**src/rtl/mux_pkg.sv**
```systemverilog
// ---------------------------------------------------------------------------
// mux_pkg
//   Shared types and constants for the mux/demux family.
//   DATA_W : default data word width
//   N_CH   : number of channels on a demux/mux
//   ch_sel_t / word_t : channel index and data word types
// ---------------------------------------------------------------------------
package mux_pkg;

    localparam int DATA_W = 32;
    localparam int N_CH   = 4;

    typedef logic [1:0]        ch_sel_t;
    typedef logic [DATA_W-1:0] word_t;

endpackage : mux_pkg

```
**src/rtl/demux_slot.sv**
```systemverilog
// ---------------------------------------------------------------------------
// demux_slot
//   One-entry holding register with a valid/ready output handshake.
//   A load always wins over a drain, so a slot that is drained and loaded
//   in the same cycle stays valid and carries the new word.
//   Ports:
//     clk, rst_n : clock, asynchronous active-low reset
//     load_i     : capture data_i at the next edge
//     data_i     : word to capture
//     ready_i    : consumer accepts the held word this cycle
//     valid_o    : slot holds a word
//     data_o     : held word (stable while valid_o && !ready_i)
// ---------------------------------------------------------------------------
module demux_slot
    import mux_pkg::*;
#(
    parameter int WIDTH = DATA_W
) (
    input  logic             clk,
    input  logic             rst_n,
    input  logic             load_i,
    input  logic [WIDTH-1:0] data_i,
    input  logic             ready_i,
    output logic             valid_o,
    output logic [WIDTH-1:0] data_o
);

    logic             valid_q, valid_d;
    logic [WIDTH-1:0] data_q,  data_d;

    always_comb begin
        valid_d = valid_q;
        data_d  = data_q;
        if (load_i) begin
            valid_d = 1'b1;
            data_d  = data_i;
        end else if (valid_q && ready_i) begin
            // Drain: data is deliberately left in place.
            valid_d = 1'b0;
        end
    end

    always_ff @(posedge clk or negedge rst_n) begin
        if (!rst_n) begin
            valid_q <= 1'b0;
            data_q  <= '0;
        end else begin
            valid_q <= valid_d;
            data_q  <= data_d;
        end
    end

    assign valid_o = valid_q;
    assign data_o  = data_q;

endmodule : demux_slot

```
**src/rtl/demux4_reg.sv**
```systemverilog
// ---------------------------------------------------------------------------
// demux4_reg
//   Registered 1-to-4 demultiplexer with optional broadcast. Each output
//   channel has its own one-entry holding register and valid/ready pair.
//   Ports:
//     clk, rst_n     : clock, asynchronous active-low reset
//     in_valid/ready : source handshake
//     in_data        : source word
//     in_sel         : destination channel (ignored when in_bcast=1)
//     in_bcast       : deliver to all four channels at once
//     out_valid/ready: per-channel handshakes
//     out_data       : channel i at [i*WIDTH +: WIDTH]
//     busy           : any channel holding a word
// ---------------------------------------------------------------------------
module demux4_reg
    import mux_pkg::*;
#(
    parameter int WIDTH = DATA_W,
    parameter int N_OUT = N_CH
) (
    input  logic                   clk,
    input  logic                   rst_n,
    input  logic                   in_valid,
    output logic                   in_ready,
    input  logic [WIDTH-1:0]       in_data,
    input  ch_sel_t                in_sel,
    input  logic                   in_bcast,
    output logic [N_OUT-1:0]       out_valid,
    input  logic [N_OUT-1:0]       out_ready,
    output logic [N_OUT*WIDTH-1:0] out_data,
    output logic                   busy
);

    logic [N_OUT-1:0] free;
    logic [N_OUT-1:0] load;
    logic             accept;

    // A slot is free if empty or being drained this cycle.
    assign free = ~out_valid | out_ready;

    // Broadcast is all-or-nothing; in_valid never feeds in_ready.
    // Held low while in reset so nothing is accepted across the release.
    always_comb begin
        in_ready = 1'b0;
        if (rst_n) begin
            in_ready = in_bcast ? (&free) : free[in_sel];
        end
    end

    assign accept = in_valid && in_ready;
    assign busy   = |out_valid;

    generate
        for (genvar gi = 0; gi < N_OUT; gi++) begin : g_slot
            assign load[gi] = accept && (in_bcast || (in_sel == ch_sel_t'(gi)));

            demux_slot #(
                .WIDTH (WIDTH)
            ) u_slot (
                .clk     (clk),
                .rst_n   (rst_n),
                .load_i  (load[gi]),
                .data_i  (in_data),
                .ready_i (out_ready[gi]),
                .valid_o (out_valid[gi]),
                .data_o  (out_data[gi*WIDTH +: WIDTH])
            );
        end
    endgenerate

endmodule : demux4_reg

```
**config.mk**
```make
export PLATFORM = sky130hd
export DESIGN_NAME = demux4_reg
export DESIGN_NICKNAME = d
export VERILOG_FILES = /design/src/rtl/mux_pkg.sv /design/src/rtl/demux_slot.sv /design/src/rtl/demux4_reg.sv
export SDC_FILE = /design/constraint.sdc
export NUM_CORES = 1
export LEC_CHECK = 0
export ABC_AREA = 1
export BUFFER_PORTS_ARGS = -buffer_cell sky130_fd_sc_hd__buf_2
export CORE_ASPECT_RATIO = 1.5
export CORE_MARGIN = 1
export CORE_UTILIZATION = 45
export CTS_BUF_LIST = sky130_fd_sc_hd__clkbuf_2 sky130_fd_sc_hd__clkbuf_4 sky130_fd_sc_hd__clkbuf_8
export CTS_CLUSTER_DIAMETER = 40
export DETAILED_ROUTE_END_ITERATION = 7
export PLACE_DENSITY = 0.73
export SLEW_MARGIN = 20
export SYNTH_ARGS = -nofsm -noshare
export SYNTH_HDL_FRONTEND = slang
export SYNTH_SLANG_ARGS = --single-unit
```
**constraint.sdc**
```tcl
create_clock -name clk -period 1.8 [get_ports clk]
set_input_delay 0.27 -clock clk [delete_from_list [all_inputs] [get_ports clk]]
set_output_delay 0.27 -clock clk [all_outputs]
set_load 0.1 [all_outputs]
```
== After elaboration in Yosys (flattened, before gate mapping) ==
Index checks and enable logic that the tools add are counted.
Word-level totals
  flip-flop bits (word level): 132
  output and inout port bits: 134
  word-level logic and storage cells: 46
Operators by class
  magnitude comparators: 1
  eq/ne operators: 3
  mux-type cells: 12
  bitwise operators: 2
  reductions and logical operators: 20
Operators by type and width (number)
  $mux 1: 11
  $logic_and 1x1->1: 9
  $reduce_bool 2->1: 4
  $eq 2x2->1 const B: 2
  $logic_or 1x1->1: 4
  $not 4->4: 1
  $or 4x4->4: 1
  $reduce_and 4->1: 1
  $reduce_or 4->1: 1
  $lt 2x3->1 const B: 1
  $bmux 1 s2: 1
  $eq 2x1->1 const B: 1
  $logic_not 2->1: 1

== Logic depth before layout (Yosys ltp) ==
  depth after elaboration: 9
  mapped depth: 10
  gate-level depth less buffers: 9

== Cells and area by module ==
Synthesis repeated with hierarchy kept, for this count alone.
Unflattened totals
  cells, all modules: 596
  area total of the unflattened synthesis: 5462.7 µm²
By module, submodules not included
  demux_slot: instances 4, cells each 140, area an instance 1326.3 µm², seq. area each 825.8 µm²
  demux4_reg: instances 1, cells each 36, area an instance 157.7 µm², seq. area each 0.0 µm²

== Worst setup path after synthesis ==
No wires, ideal clock.
  path kind: register -> output
  start: register g_slot[3].u_slot.valid_q
  end: output port busy
  arrival time: 1.326 ns
  required time: 1.530 ns
  setup slack: 0.204 ns
  cell stages (with the launch flop): 2
  path buffers: 0
  cells stage by stage: dfrtp_1 or4_1
Between the ends
  cells in the longest elaborated chain, start to end: 1
RTL lines
  start, declared: RTL line demux_slot.sv:28  | logic valid_q, valid_d;
  start signal, assigned: RTL line demux_slot.sv:48  | valid_q <= valid_d;
  $reduce_or 4->1: RTL line demux4_reg.sv:51  | assign busy = |out_valid;
  end, declared: RTL line demux4_reg.sv:31  | output logic busy
No other way between the ends.

== Final worst setup path ==
  start: register g_slot[2].u_slot.valid_q
  end: output port busy
Between the ends
  cells in the longest elaborated chain, start to end: 1
RTL lines (RTL line)
  start, declared: demux_slot.sv:28
  start signal, assigned: demux_slot.sv:48
  $reduce_or 4->1: demux4_reg.sv:51
No other way between the ends.

==> results.yml <==
synth:
  syn_inst: 615
  synth_edf_count: 0
  synth.distinct_cells: 23
  syn_nets: 657
  post_synth.cell_area_avg_um2: 9.420
  yosysSeqAreaShare: 0.5702
  yosysWarnings: 0
  netlist_area_um2: 5793
  async_flop_share: 1.000
  synth_ff_type: "dfrtp_1"
  ys_ff_latch: 132
clocking:
  cts_tree: "built"
  cts_buffers: 17
  root_buffer: "clkbuf_8"
  cts.sinks: 132
  cts_buffer_depth: 2
  clk_transition_reported_paths_ns: 0.08
  clock_latency_ns: 0.43
  cts_max_level: 4
run_status:
  violations: "negative setup slack"
  status: "finished, violations left"
route:
  routed_wl_mm: 16.26
  drtIter0Drc: 281
  drt_first_pass_iters: 5
  route.detailed.drc: 0
  viasPerCell: 5.332
  final_antenna_net_count: 0
  routedWlPerCell_um: 17.17
  vias: 5049
floorplanning:
  fp.coreArea_um2: 12510
  die_w_um: 94.64
  die_area_um2: 13340
  rows: 50
  die_h_um: 141.0
  start_util: 0.4630
  ios: 176
pwr:
  cellPowerDensity_nw_per_um2: 2017
  sw_frac_of_total: 0.5674
  power_uw: 14520
  clkPwrFrac: 0.199
  p_int_uw: 6280
  leakagePower_uw: 0.003990
  p_comb_frac: 0.518
  seq_power_share: 0.282
  p_switching_uw: 8238
  irDropWorstVdd_v: 0.001209
critical_path:
  critPathTopFamily: "simple AND/OR/NAND/NOR gates"
  cp-start-kind: "register"
  worstSetupEndpointType: "output pin"
  max_stage_delay_ns: 0.55
  path_max_fanout: 3
  critPathKind: "register to output pin"
  worst_ep_required_time_ns: 1.53
  critPathBufInv: 1
  slowest_stage: "or4_4"
  r2r_slack_ns: 0.17
  cp.arrival_ns: 1.57
  cp_cell_sequence: "or4_4 > buf_12"
timing:
  fin_crit_sh: 1.022
  finalMaxSlewViolations: 0
  worst_slack_ns: -0.03884
  finalSetupViolations: 1
  fin_skew_ns: 0.009827
  relSlewSlack: 0.6378
  fin_crit_ns: 1.839
  finalHoldViolCount: 0
  max_freq_mhz: 543.8
  rsz0062_at_grt: "true"
  worst_pin_slew_ns: 0.5433
placement:
  dp_hpwl_mm: 10.78
  gp_congestion: 0.8011
  pre_cts_slack_ns: 0.1542
  port_buffers: 175
final_layout:
  area_growth_pct: 24.23
  drive_gt1_frac: 0.3207
  fin_util: 0.5752
  final_nets: 818
hold_path:
  hold_path_class: "primary input to register"
grt:
  grt_first_pass_wirelength_mm: 26.35
  grt_max_degree: 103
  antenna_found_initial: 1
  grt_usage: 0.2578
  grt-ovfl-total: 0
  grt_pass1_vias: 5060
job:
  cap_violations: 0
## state kept, by name, indices dropped and copies added, names as in the netlist
signal	cells
g_slot.u_slot.valid_o	4
g_slot.u_slot.data_o	128
## cells by family (layout without fill, tap and decap cells)
group	count (synthesis)	count (layout)	synth area share
other	0	2	0
buffers and inverters	67	241	0.07862
AO/OA/AOI/OAI	4	4	0.004103
AND/OR/NAND/NOR	412	412	0.3471
flip-flops	132	132	0.5702
## cells in the final DEF, fill, tap and decap left out, types with 5 or more instances in the layout
cell	instances
nand2_1	264
buf_2	171
dfrtp_1	132
nand4_1	128
buf_4	19
clkbuf_8	17
nand2_2	6
buf_12	6
inv_2	5
inv_1	5
bufinv_16	5
## routing by layer
| layer | GRT usage | vias to the layer above | wire length (um) |
|---|---|---|---|
| li1 | - | 2400 | - |
| met1 | 0.3196 | 2440 | 6371 |
| met2 | 0.4317 | 173 | 8553 |
| met3 | 0.05070 | 36 | 825 |
| met4 | 0.1124 | 0 | 512 |
| met5 | 0 | - | 0 |
## area by class of cell
class,count,area (um2)
diodes,2,5.005
clock buffers,17,234.0
clock inverters,15,229.0
fillers,1157,5315
inverters,10,37.54
multi-input cells,416,2043
flip-flops and latches,132,3303
well taps,156,195.2
repair buffers,199,1150
## metrics by stage
| stage | cell area (um2) | std cells | TNS, ns | hold slack, ns |
|---|---|---|---|---|
| 3_3_place_gp | 6683 | 910 | 0 | 0.3373 |
| 5_1_grt | 7194 | 946 | -0.1525 | 0.02435 |
| 2_1_floorplan | 5793 | 615 | 0 | -0.02559 |
| 3_5_place_dp | 6683 | 910 | 0 | 0.3406 |
| 6_report | 7197 | 947 | -0.03884 | 0.03361 |
| 4_1_cts | 7179 | 945 | -0.06624 | 0.01035 |
## worst register-to-register path, delay by kind of cell, from the launching register on
family | cells | cell delay, ns
buffers and inverters | 3 | 0.46
AND/OR/NAND/NOR | 6 | 0.70
flip-flops | 1 | 0.41
## synth_stat cells (2+ instances only)
| cell | count | area, um2 |
|---|---|---|
| buf_2 | 3 | 15.01 |
| clkbuf_1 | 23 | 86.33 |
| buf_6 | 24 | 270.3 |
| nand2_2 | 6 | 37.54 |
| nand4_4 | 4 | 85.08 |
| nand2_1 | 264 | 991.0 |
| dfrtp_1 | 132 | 3303 |
| nand2_4 | 3 | 33.78 |
| nand4_1 | 128 | 800.8 |
| inv_2 | 5 | 18.77 |
| buf_4 | 5 | 37.54 |
| o21ai_1 | 2 | 10.01 |
| inv_1 | 5 | 18.77 |
| nor2_1 | 2 | 7.510 |
## what timing repair did
item	in CTS	in global routing
endpoints found under the hold margin	133	0
endpoints found under the setup margin	2	2
buffers inserted	1	0
resized for setup	2	3
cloned	0	0
hold buffers	2	0
pin swaps	1	2
## power by group through the flow
stage                     clock network, uW  registers [uW]  logic [uW]
final                                  2890            4100        7520
after detailed placement                  0            4140        7520
after global routing                   3060            4180        7800
after floorplan                           0            9320        1070
after global placement                    0            4130        7450
after CTS                              2940            4100        7540
## final timing paths
path | start | end | cells past startpoint
min in group asynchronous | rst_n | g_slot[2].u_slot.data_o[29] | 3
setup reg to reg | g_slot[0].u_slot.valid_o | g_slot[1].u_slot.data_o[9] | 9
hold reg to reg | g_slot[1].u_slot.data_o[3] | g_slot[1].u_slot.data_o[3] | 2
hold / removal | out_ready[2] | g_slot[2].u_slot.valid_o | 2
setup / recovery | g_slot[2].u_slot.valid_o | busy | 2
max in group asynchronous | rst_n | g_slot[2].u_slot.data_o[5] | 3
Note: power is estimated with default switching activity, not from simulation.
